<file path="src/rtl/muldiv_pkg.sv">
// Shared encodings for the iterative multiply/divide unit.
package muldiv_pkg;
  typedef enum logic [1:0] {
    OP_MULT  = 2'd0,
    OP_MULTU = 2'd1,
    OP_DIV   = 2'd2,
    OP_DIVU  = 2'd3
  } op_e;

  typedef enum logic [1:0] {
    ST_IDLE = 2'd0,
    ST_RUN  = 2'd1,
    ST_DONE = 2'd2
  } state_e;

  localparam int DEF_WIDTH = 32;
  localparam logic [DEF_WIDTH-1:0] DIV0_QUOT = '1;

  function automatic logic op_is_div(input op_e op);
    return op[1];
  endfunction

  function automatic logic op_is_signed(input op_e op);
    return !op[0];
  endfunction
endpackage

</file>
<file path="src/rtl/muldiv_step.sv">
// One iteration of the unsigned datapath: shift-add multiply or restoring
// shift-subtract divide on the {acc_hi, acc_lo} pair.
module muldiv_step
  import muldiv_pkg::*;
#(
  parameter int WIDTH = DEF_WIDTH
) (
  input  logic [WIDTH-1:0] acc_hi,
  input  logic [WIDTH-1:0] acc_lo,
  input  logic [WIDTH-1:0] opnd,
  input  logic             is_div,
  output logic [WIDTH-1:0] nxt_hi,
  output logic [WIDTH-1:0] nxt_lo,
  output logic             q_bit
);
  logic [WIDTH:0] sum;
  logic [WIDTH:0] shl;
  logic [WIDTH:0] diff;

  always_comb begin
    sum  = {1'b0, acc_hi} + (acc_lo[0] ? {1'b0, opnd} : '0);
    shl  = {acc_hi, acc_lo[WIDTH-1]};
    diff = shl - {1'b0, opnd};
    if (is_div) begin
      // Borrow out of the trial subtract means the divisor did not fit.
      q_bit  = !diff[WIDTH];
      nxt_hi = q_bit ? diff[WIDTH-1:0] : shl[WIDTH-1:0];
      nxt_lo = {acc_lo[WIDTH-2:0], 1'b0};
    end else begin
      q_bit  = 1'b0;
      nxt_hi = sum[WIDTH:1];
      nxt_lo = {sum[0], acc_lo[WIDTH-1:1]};
    end
  end
endmodule

</file>
<file path="src/rtl/muldiv.sv">
// Iterative MULT/MULTU/DIV/DIVU unit with architectural HI/LO registers.
// Define MULDIV_FAST_MUL_EN for single-cycle multiplies (divides stay iterative).
module muldiv
  import muldiv_pkg::*;
#(
  parameter int WIDTH = DEF_WIDTH
) (
  input  logic             clk,
  input  logic             rst,
  input  logic             Start,
  input  logic [1:0]       Op,
  input  logic [WIDTH-1:0] SrcA,
  input  logic [WIDTH-1:0] SrcB,
  input  logic             HiWrEn,
  input  logic             LoWrEn,
  input  logic [WIDTH-1:0] WrData,
  output logic             Busy,
  output logic             Done,
  output logic             DivZero,
  output logic [WIDTH-1:0] Hi,
  output logic [WIDTH-1:0] Lo
);
  localparam int CW = $clog2(WIDTH);

  state_e           state_q, state_d;
  logic [CW-1:0]    cnt_q, cnt_d;
  op_e              op_q, op_d;
  logic [WIDTH-1:0] acc_hi_q, acc_hi_d;
  logic [WIDTH-1:0] acc_lo_q, acc_lo_d;
  logic [WIDTH-1:0] opnd_q, opnd_d;
  logic             neg_q, neg_d;
  logic             rem_neg_q, rem_neg_d;
  logic             dz_q, dz_d;
  logic [WIDTH-1:0] hi_q, hi_d;
  logic [WIDTH-1:0] lo_q, lo_d;

  logic [WIDTH-1:0] step_hi, step_lo;
  logic             step_q;
  logic [WIDTH-1:0] lo_nxt;
  op_e              op_in;
  logic             in_signed, in_div, a_neg, b_neg, start_ok;
  logic [WIDTH-1:0] a_mag, b_mag;
  logic [2*WIDTH-1:0] prod;
`ifdef MULDIV_FAST_MUL_EN
  logic [2*WIDTH-1:0] fast_prod;
`endif

  muldiv_step #(.WIDTH(WIDTH)) u_step (
    .acc_hi (acc_hi_q),
    .acc_lo (acc_lo_q),
    .opnd   (opnd_q),
    .is_div (op_is_div(op_q)),
    .nxt_hi (step_hi),
    .nxt_lo (step_lo),
    .q_bit  (step_q)
  );

  assign lo_nxt = step_lo | {{(WIDTH-1){1'b0}}, step_q};

  always_comb begin
    state_d   = state_q;
    cnt_d     = cnt_q;
    op_d      = op_q;
    acc_hi_d  = acc_hi_q;
    acc_lo_d  = acc_lo_q;
    opnd_d    = opnd_q;
    neg_d     = neg_q;
    rem_neg_d = rem_neg_q;
    dz_d      = dz_q;
    hi_d      = hi_q;
    lo_d      = lo_q;
    prod      = '0;
`ifdef MULDIV_FAST_MUL_EN
    fast_prod = '0;
`endif

    op_in     = op_e'(Op);
    in_signed = op_is_signed(op_in);
    in_div    = op_is_div(op_in);
    a_neg     = in_signed && SrcA[WIDTH-1];
    b_neg     = in_signed && SrcB[WIDTH-1];
    a_mag     = a_neg ? -SrcA : SrcA;
    b_mag     = b_neg ? -SrcB : SrcB;
    start_ok  = Start && (state_q != ST_RUN);

    unique case (state_q)
      ST_RUN: begin
        acc_hi_d = step_hi;
        acc_lo_d = lo_nxt;
        cnt_d    = cnt_q + 1'b1;
        if (cnt_q == CW'(WIDTH-1)) begin
          state_d = ST_DONE;
          if (op_is_div(op_q)) begin
            lo_d = dz_q ? {WIDTH{DIV0_QUOT[0]}} : (neg_q ? -lo_nxt : lo_nxt);
            hi_d = rem_neg_q ? -step_hi : step_hi;
          end else begin
            prod = {step_hi, lo_nxt};
            if (neg_q) prod = -prod;
            {hi_d, lo_d} = prod;
          end
        end
      end
      default: begin
        if (start_ok) begin
          op_d     = op_in;
          state_d  = ST_RUN;
          cnt_d    = '0;
          acc_hi_d = '0;
          dz_d     = in_div && (SrcB == '0);
          neg_d    = a_neg ^ b_neg;
          if (in_div && (SrcB == '0)) begin
            // Raw dividend through an all-ones quotient leaves SrcA as remainder.
            acc_lo_d  = SrcA;
            opnd_d    = '0;
            neg_d     = 1'b0;
            rem_neg_d = 1'b0;
          end else if (in_div) begin
            acc_lo_d  = a_mag;
            opnd_d    = b_mag;
            rem_neg_d = a_neg;
          end else begin
            acc_lo_d  = b_mag;
            opnd_d    = a_mag;
            rem_neg_d = 1'b0;
          end
`ifdef MULDIV_FAST_MUL_EN
          if (!in_div) begin
            fast_prod = a_mag * b_mag;
            if (a_neg ^ b_neg) fast_prod = -fast_prod;
            {hi_d, lo_d} = fast_prod;
            state_d      = ST_DONE;
          end
`endif
        end else begin
          state_d = ST_IDLE;
          if (HiWrEn) hi_d = WrData;
          if (LoWrEn) lo_d = WrData;
        end
      end
    endcase
  end

  always_ff @(posedge clk) begin
    if (rst) begin
      state_q   <= ST_IDLE;
      cnt_q     <= '0;
      op_q      <= OP_MULT;
      acc_hi_q  <= '0;
      acc_lo_q  <= '0;
      opnd_q    <= '0;
      neg_q     <= 1'b0;
      rem_neg_q <= 1'b0;
      dz_q      <= 1'b0;
      hi_q      <= '0;
      lo_q      <= '0;
    end else begin
      state_q   <= state_d;
      cnt_q     <= cnt_d;
      op_q      <= op_d;
      acc_hi_q  <= acc_hi_d;
      acc_lo_q  <= acc_lo_d;
      opnd_q    <= opnd_d;
      neg_q     <= neg_d;
      rem_neg_q <= rem_neg_d;
      dz_q      <= dz_d;
      hi_q      <= hi_d;
      lo_q      <= lo_d;
    end
  end

  assign Busy    = (state_q == ST_RUN);
  assign Done    = (state_q == ST_DONE);
  assign DivZero = (state_q == ST_DONE) && dz_q;
  assign Hi      = hi_q;
  assign Lo      = lo_q;
endmodule

</file>
<file path="config.mk">
export PLATFORM = sky130hd
export DESIGN_NAME = muldiv
export DESIGN_NICKNAME = d
export VERILOG_FILES = /design/src/rtl/muldiv_pkg.sv /design/src/rtl/muldiv_step.sv /design/src/rtl/muldiv.sv
export SDC_FILE = /design/constraint.sdc
export NUM_CORES = 1
export LEC_CHECK = 0
export BUFFER_PORTS_ARGS = -buffer_cell sky130_fd_sc_hd__buf_4
export CORE_MARGIN = 2
export CORE_UTILIZATION = 55
export CTS_CLUSTER_SIZE = 12
export DETAILED_ROUTE_END_ITERATION = 8
export GPL_TIMING_DRIVEN = 0
export MAX_ROUTING_LAYER = met4
export PLACE_DENSITY = 0.73
export SETUP_SLACK_MARGIN = 0.1
export SLEW_MARGIN = 30
export SYNTH_ARGS = -nofsm -noshare
export SYNTH_HDL_FRONTEND = slang
export SYNTH_SLANG_ARGS = --single-unit
export TNS_END_PERCENT = 10
</file>
<file path="constraint.sdc">
create_clock -name clk -period 7.3 [get_ports clk]
set_input_delay 0.73 -clock clk [delete_from_list [all_inputs] [get_ports clk]]
set_output_delay 0.73 -clock clk [all_outputs]
set_load 0.1 [all_outputs]
</file>
==> impl_results.rst <==
.. list-table::
   :header-rows: 1

   * - Metric
     - Value
   * - Outcome
     - finished, violations left
   * - Failing checks
     - design-rule violations, negative setup slack
   * - Final setup viols
     - 1
   * - Worst reg2reg startpoint
     - op_q[1]
   * - Setup repair after global routing missed its margin
     - yes
   * - Final net count
     - 2627
   * - First-pass GRT wire length
     - 108 mm
   * - Worst stage delay on the critical path
     - 0.66 ns
   * - Port Buffer Count
     - 166
   * - Number of cells produced by synthesis
     - 2267
   * - Cell Count Post-Placement
     - 2817
   * - Post-Route Hold Slack
     - 0.473 ns
   * - Share of the yosys chip area belonging to registers
     - 21.2%
   * - F_max
     - 135 MHz
   * - Synth warnings
     - 0
   * - Final Hold Vio Count
     - 0
   * - Area overhead of the layout relative to synthesis
     - 14.7%
   * - Worst Setup Slack, final
     - -0.128 ns
   * - Crit share post-route
     - 102%
   * - Detailed placer's ending HPWL
     - 58.3 mm
   * - Most common library cell in the layout ignoring fill and taps
     - sky130_fd_sc_hd__nand2_1
   * - Dominant delay contributor by cell family on the critical path
     - buffers and inverters
   * - Top area cells in the synthesized netlist
     - sky130_fd_sc_hd__dfxtp_1 21%, sky130_fd_sc_hd__o21ai_0 6.4%, sky130_fd_sc_hd__a21oi_1 6.1%
   * - Worst slack at placement
     - -0.396 ns
   * - Power per cell area
     - 198 mW/mm²
   * - Number of different library cells in the post-synthesis netlist
     - 87
   * - Critical path start-end classification
     - reg -> reg
   * - Total of fill cells in the finished design
     - 2650
   * - Number of slew-limit violations in the final report
     - 0
   * - Proportion of register bits with asynchronous set or reset after synthesis
     - 0%
   * - Detail Route met2 WL
     - 31.0 mm
   * - DRC marker count from the first detailed-route iteration
     - 3063
   * - Cell Area, Placed
     - 0.0179 mm²
   * - Worst setup startpoint
     - op_q[1]
   * - Classification of the worst-slack hold path
     - reg -> reg
   * - Area share of the largest cell type after synthesis
     - 21.2%
   * - Highest net fanout along the worst path
     - 10
   * - Worst slew margin relative to its limit
     - 29.9%
   * - Critical Path RT
     - 7.69 ns
   * - Final critical path time including I/O delays and setup
     - 7.43 ns
   * - Total power draw
     - 0.00367 W
   * - Average detailed-routed wire length per instance
     - 25.6 µm
   * - Hold path start
     - Lo[1]
   * - Cell mode on critical path
     - sky130_fd_sc_hd__buf_2
   * - Clock-pin slew on the worst setup and hold paths
     - 0.08 ns
   * - TritonCTS clock tree
     - built
   * - Via-to-Cell Ratio
     - 6.99
   * - Dominant synthesized flop cell
     - sky130_fd_sc_hd__dfxtp_1
   * - Clock sinks
     - 171
   * - Bufs on Longest Clock Path
     - 2
   * - Synthesized flop and latch total
     - 171
   * - Total clock buffers created by CTS
     - 17
   * - Overall fraction of global-route tracks in use
     - 47.3%
   * - Net Count, Synth
     - 2442
   * - Post-route clock skew
     - 0.0120 ns
   * - Highest ir drop seen on vdd
     - 0.189 mV
   * - Total congestion overflow
     - 0
   * - Static Leakage
     - 7.35 nW
   * - Antenna violations before repair
     - 2
   * - Clk Tree Root Cell
     - sky130_fd_sc_hd__clkbuf_16
   * - N_diodes
     - 0
   * - Crit path cell chain
     - clkbuf_2 -> clkbuf_1 -> buf_2 -> buf_2 -> buf_2 -> buf_2 -> buf_2 -> buf_2 -> buf_1 -> clkdlybuf4s15_2 -> a31oi_1 -> inv_1 -> ha_1 -> o311a_1 -> nand4_1 -> or4_4 -> or4_1 -> a21oi_1 -> o221a_1
   * - Vias in the first global route
     - 18600
   * - Average size of a mapped cell
     - 7.12 µm²
   * - Final weighted congestion of routability-driven global placement
     - 1.13
   * - Total length of routed met3 wires
     - 8.76 mm
   * - Actual transition at the worst max-transition pin
     - 1.04 ns
   * - Fraction of final layout cells with drive strength greater than 1
     - 10.8%
   * - Ports
     - 170
   * - Design area
     - 0.0185 mm²
   * - Post-Route WL
     - 72.9 mm
   * - Floorplan die width
     - 175 µm
   * - Number of hold buffers added after CTS
     - 0
   * - Final std cells w/o fill
     - 2849
   * - Clock Latency Late Sink
     - 0.45 ns
   * - Commonest non-fill, non-tap cells in the layout
     - 239 x sky130_fd_sc_hd__nand2_1, 206 x sky130_fd_sc_hd__o21ai_0, 204 x sky130_fd_sc_hd__nor2_1
   * - Height of the die
     - 175 µm
   * - Number of H-tree levels
     - 4
   * - Slowest stage cell, crit path
     - sky130_fd_sc_hd__clkbuf_1
   * - Arr. time, crit path
     - 7.82 ns
   * - Total DRC errors in the routed layout
     - 2
   * - Max-Cap Viols
     - 0
   * - Effective utilization at floorplan
     - 56.1%
   * - Total buffers and inverters traversed by the critical path
     - 11
   * - Number of synthesized flops with an enable pin
     - 0
   * - Die Footprint
     - 0.0307 mm²
   * - Highest metal used
     - met4
   * - Setup crit start kind
     - register
   * - Initial DRT Pass Iterations
     - 8
   * - Row cnt
     - 62
   * - Setup Fix Bufs, Post-CTS
     - 0
   * - Routed via count
     - 19900
   * - Post-Synthesis Cell Area
     - 0.0161 mm²
   * - ANT nets after route
     - 0
   * - Library cell with the largest summed area after synthesis
     - sky130_fd_sc_hd__dfxtp_1
   * - Floorplan core area
     - 0.0288 mm²
   * - Maximum number of pins on one net before global-route repair
     - 18
   * - Worst Setup End Kind
     - register
   * - Wl on met1
     - 27.1 mm
## cell families (layout without fill, tap and decap cells)
logic type	Yosys count	in the layout	synth area share, %
compound gates	809	809	32.7
xor+xnor	162	162	8.79
fa+ha+maj	72	72	5.67
buf+inv	222	420	5.38
flops	171	171	21.2
mux	51	51	3.25
simple gates	780	780	23.0
## through the flow
| step | TNS (ns) | util, % |
|---|---|---|
| global placement | -1.38 | 62.1 |
| detailed placement | -1.32 | 62.1 |
| floorplan | 0 | - |
| finish | -0.128 | 64.4 |
| global route | 0 | 64.4 |
| CTS | 0 | 64.4 |
## power by group
| group | switching [W] | total (W) | internal (W) | leakage [nW] |
|---|---|---|---|---|
| clock network | 0.000455 | 0.00101 | 0.000555 | 0.308 |
| logic | 0.00111 | 0.00160 | 0.000492 | 5.64 |
| registers | 0.0000703 | 0.00106 | 0.000992 | 1.40 |
## final timing paths
kind / cells past startpoint / endpoint / slack [ns]
min reg2reg: 2 / Lo[1] / 0.47
max reg2reg: 19 / Hi[26] / -0.13
max: 19 / Hi[26] / -0.13
min: 2 / Lo[1] / 0.47
## flip-flops by register name (all words and copies together) (netlist names)
| register | count |
|---|---|
| Hi | 32 |
| Lo | 32 |
| acc_hi_q | 32 |
| acc_lo_q | 32 |
| cnt_q | 5 |
| dz_q | 1 |
| neg_q | 1 |
| op_q | 1 |
| opnd_q | 32 |
| rem_neg_q | 1 |
| state_q | 2 |
## cell usage after synthesis, types with 8 or more instances
cell,instances
sky130_fd_sc_hd__nand2_1,239
sky130_fd_sc_hd__nand4_1,29
sky130_fd_sc_hd__nor4_1,20
sky130_fd_sc_hd__ha_1,70
sky130_fd_sc_hd__a221oi_1,20
sky130_fd_sc_hd__a22o_1,43
sky130_fd_sc_hd__nand3_1,50
sky130_fd_sc_hd__o21ai_0,206
sky130_fd_sc_hd__nor2_1,204
sky130_fd_sc_hd__inv_1,64
sky130_fd_sc_hd__a31oi_1,56
sky130_fd_sc_hd__o31ai_1,22
sky130_fd_sc_hd__a211oi_1,49
sky130_fd_sc_hd__or4_1,11
sky130_fd_sc_hd__mux2i_1,40
sky130_fd_sc_hd__o41ai_1,12
sky130_fd_sc_hd__o211ai_1,32
sky130_fd_sc_hd__a21oi_1,197
sky130_fd_sc_hd__and2_1,47
sky130_fd_sc_hd__nand2b_1,15
sky130_fd_sc_hd__a21o_1,27
sky130_fd_sc_hd__clkbuf_1,124
sky130_fd_sc_hd__a311oi_1,10
sky130_fd_sc_hd__or3_1,24
sky130_fd_sc_hd__a41oi_1,9
sky130_fd_sc_hd__a22oi_1,8
sky130_fd_sc_hd__xnor2_1,94
sky130_fd_sc_hd__nor2b_1,13
sky130_fd_sc_hd__a211o_1,11
sky130_fd_sc_hd__dfxtp_1,171
sky130_fd_sc_hd__nor3_1,58
sky130_fd_sc_hd__nor3b_1,11
sky130_fd_sc_hd__buf_1,12
sky130_fd_sc_hd__and3_1,23
sky130_fd_sc_hd__o21bai_1,8
sky130_fd_sc_hd__mux2_2,11
sky130_fd_sc_hd__o21a_1,15
sky130_fd_sc_hd__or2_2,12
sky130_fd_sc_hd__buf_2,16
sky130_fd_sc_hd__o21ai_1,12
sky130_fd_sc_hd__xor2_1,68
## worst reg2reg max path, stage by stage, from the launching register on
cell	delay, ns
sky130_fd_sc_hd__dfxtp_1	0.34
sky130_fd_sc_hd__clkbuf_2	0.40
sky130_fd_sc_hd__clkbuf_1	0.66
sky130_fd_sc_hd__buf_2	0.48
sky130_fd_sc_hd__buf_2	0.43
sky130_fd_sc_hd__buf_2	0.33
sky130_fd_sc_hd__buf_2	0.31
sky130_fd_sc_hd__buf_2	0.32
sky130_fd_sc_hd__buf_2	0.38
sky130_fd_sc_hd__buf_1	0.63
sky130_fd_sc_hd__clkdlybuf4s15_2	0.63
sky130_fd_sc_hd__a31oi_1	0.15
sky130_fd_sc_hd__inv_1	0.15
sky130_fd_sc_hd__ha_1	0.19
sky130_fd_sc_hd__o311a_1	0.29
sky130_fd_sc_hd__nand4_1	0.30
sky130_fd_sc_hd__or4_4	0.61
sky130_fd_sc_hd__or4_1	0.41
sky130_fd_sc_hd__a21oi_1	0.17
sky130_fd_sc_hd__o221a_1	0.19
## final cells by class
class,instances,area [µm²],share of cell area (%)
multi-input combinational,1874,11900,64.1
clock buffer,17,425,2.30
sequential,171,3420,18.5
clock inverter,15,203,1.09
tap,384,480,2.59
timing repair buffer,166,1250,6.73
inverter,65,244,1.32
buffer,157,636,3.43
## timing repair
| item | 4_1_cts | 5_1_grt |
|---|---|---|
| gates resized for setup | 4 | 1 |
| hold endpoints to repair | 0 | 0 |
| setup endpoints to repair | 9 | 3 |
## metal layers
metal,up-vias,global-route usage (%)
li1,8755,-
met1,9178,56.7
met2,1561,70.7
met3,425,10.9
met4,0,31.6
met5,-,-
(Power assumes the default switching activity.)
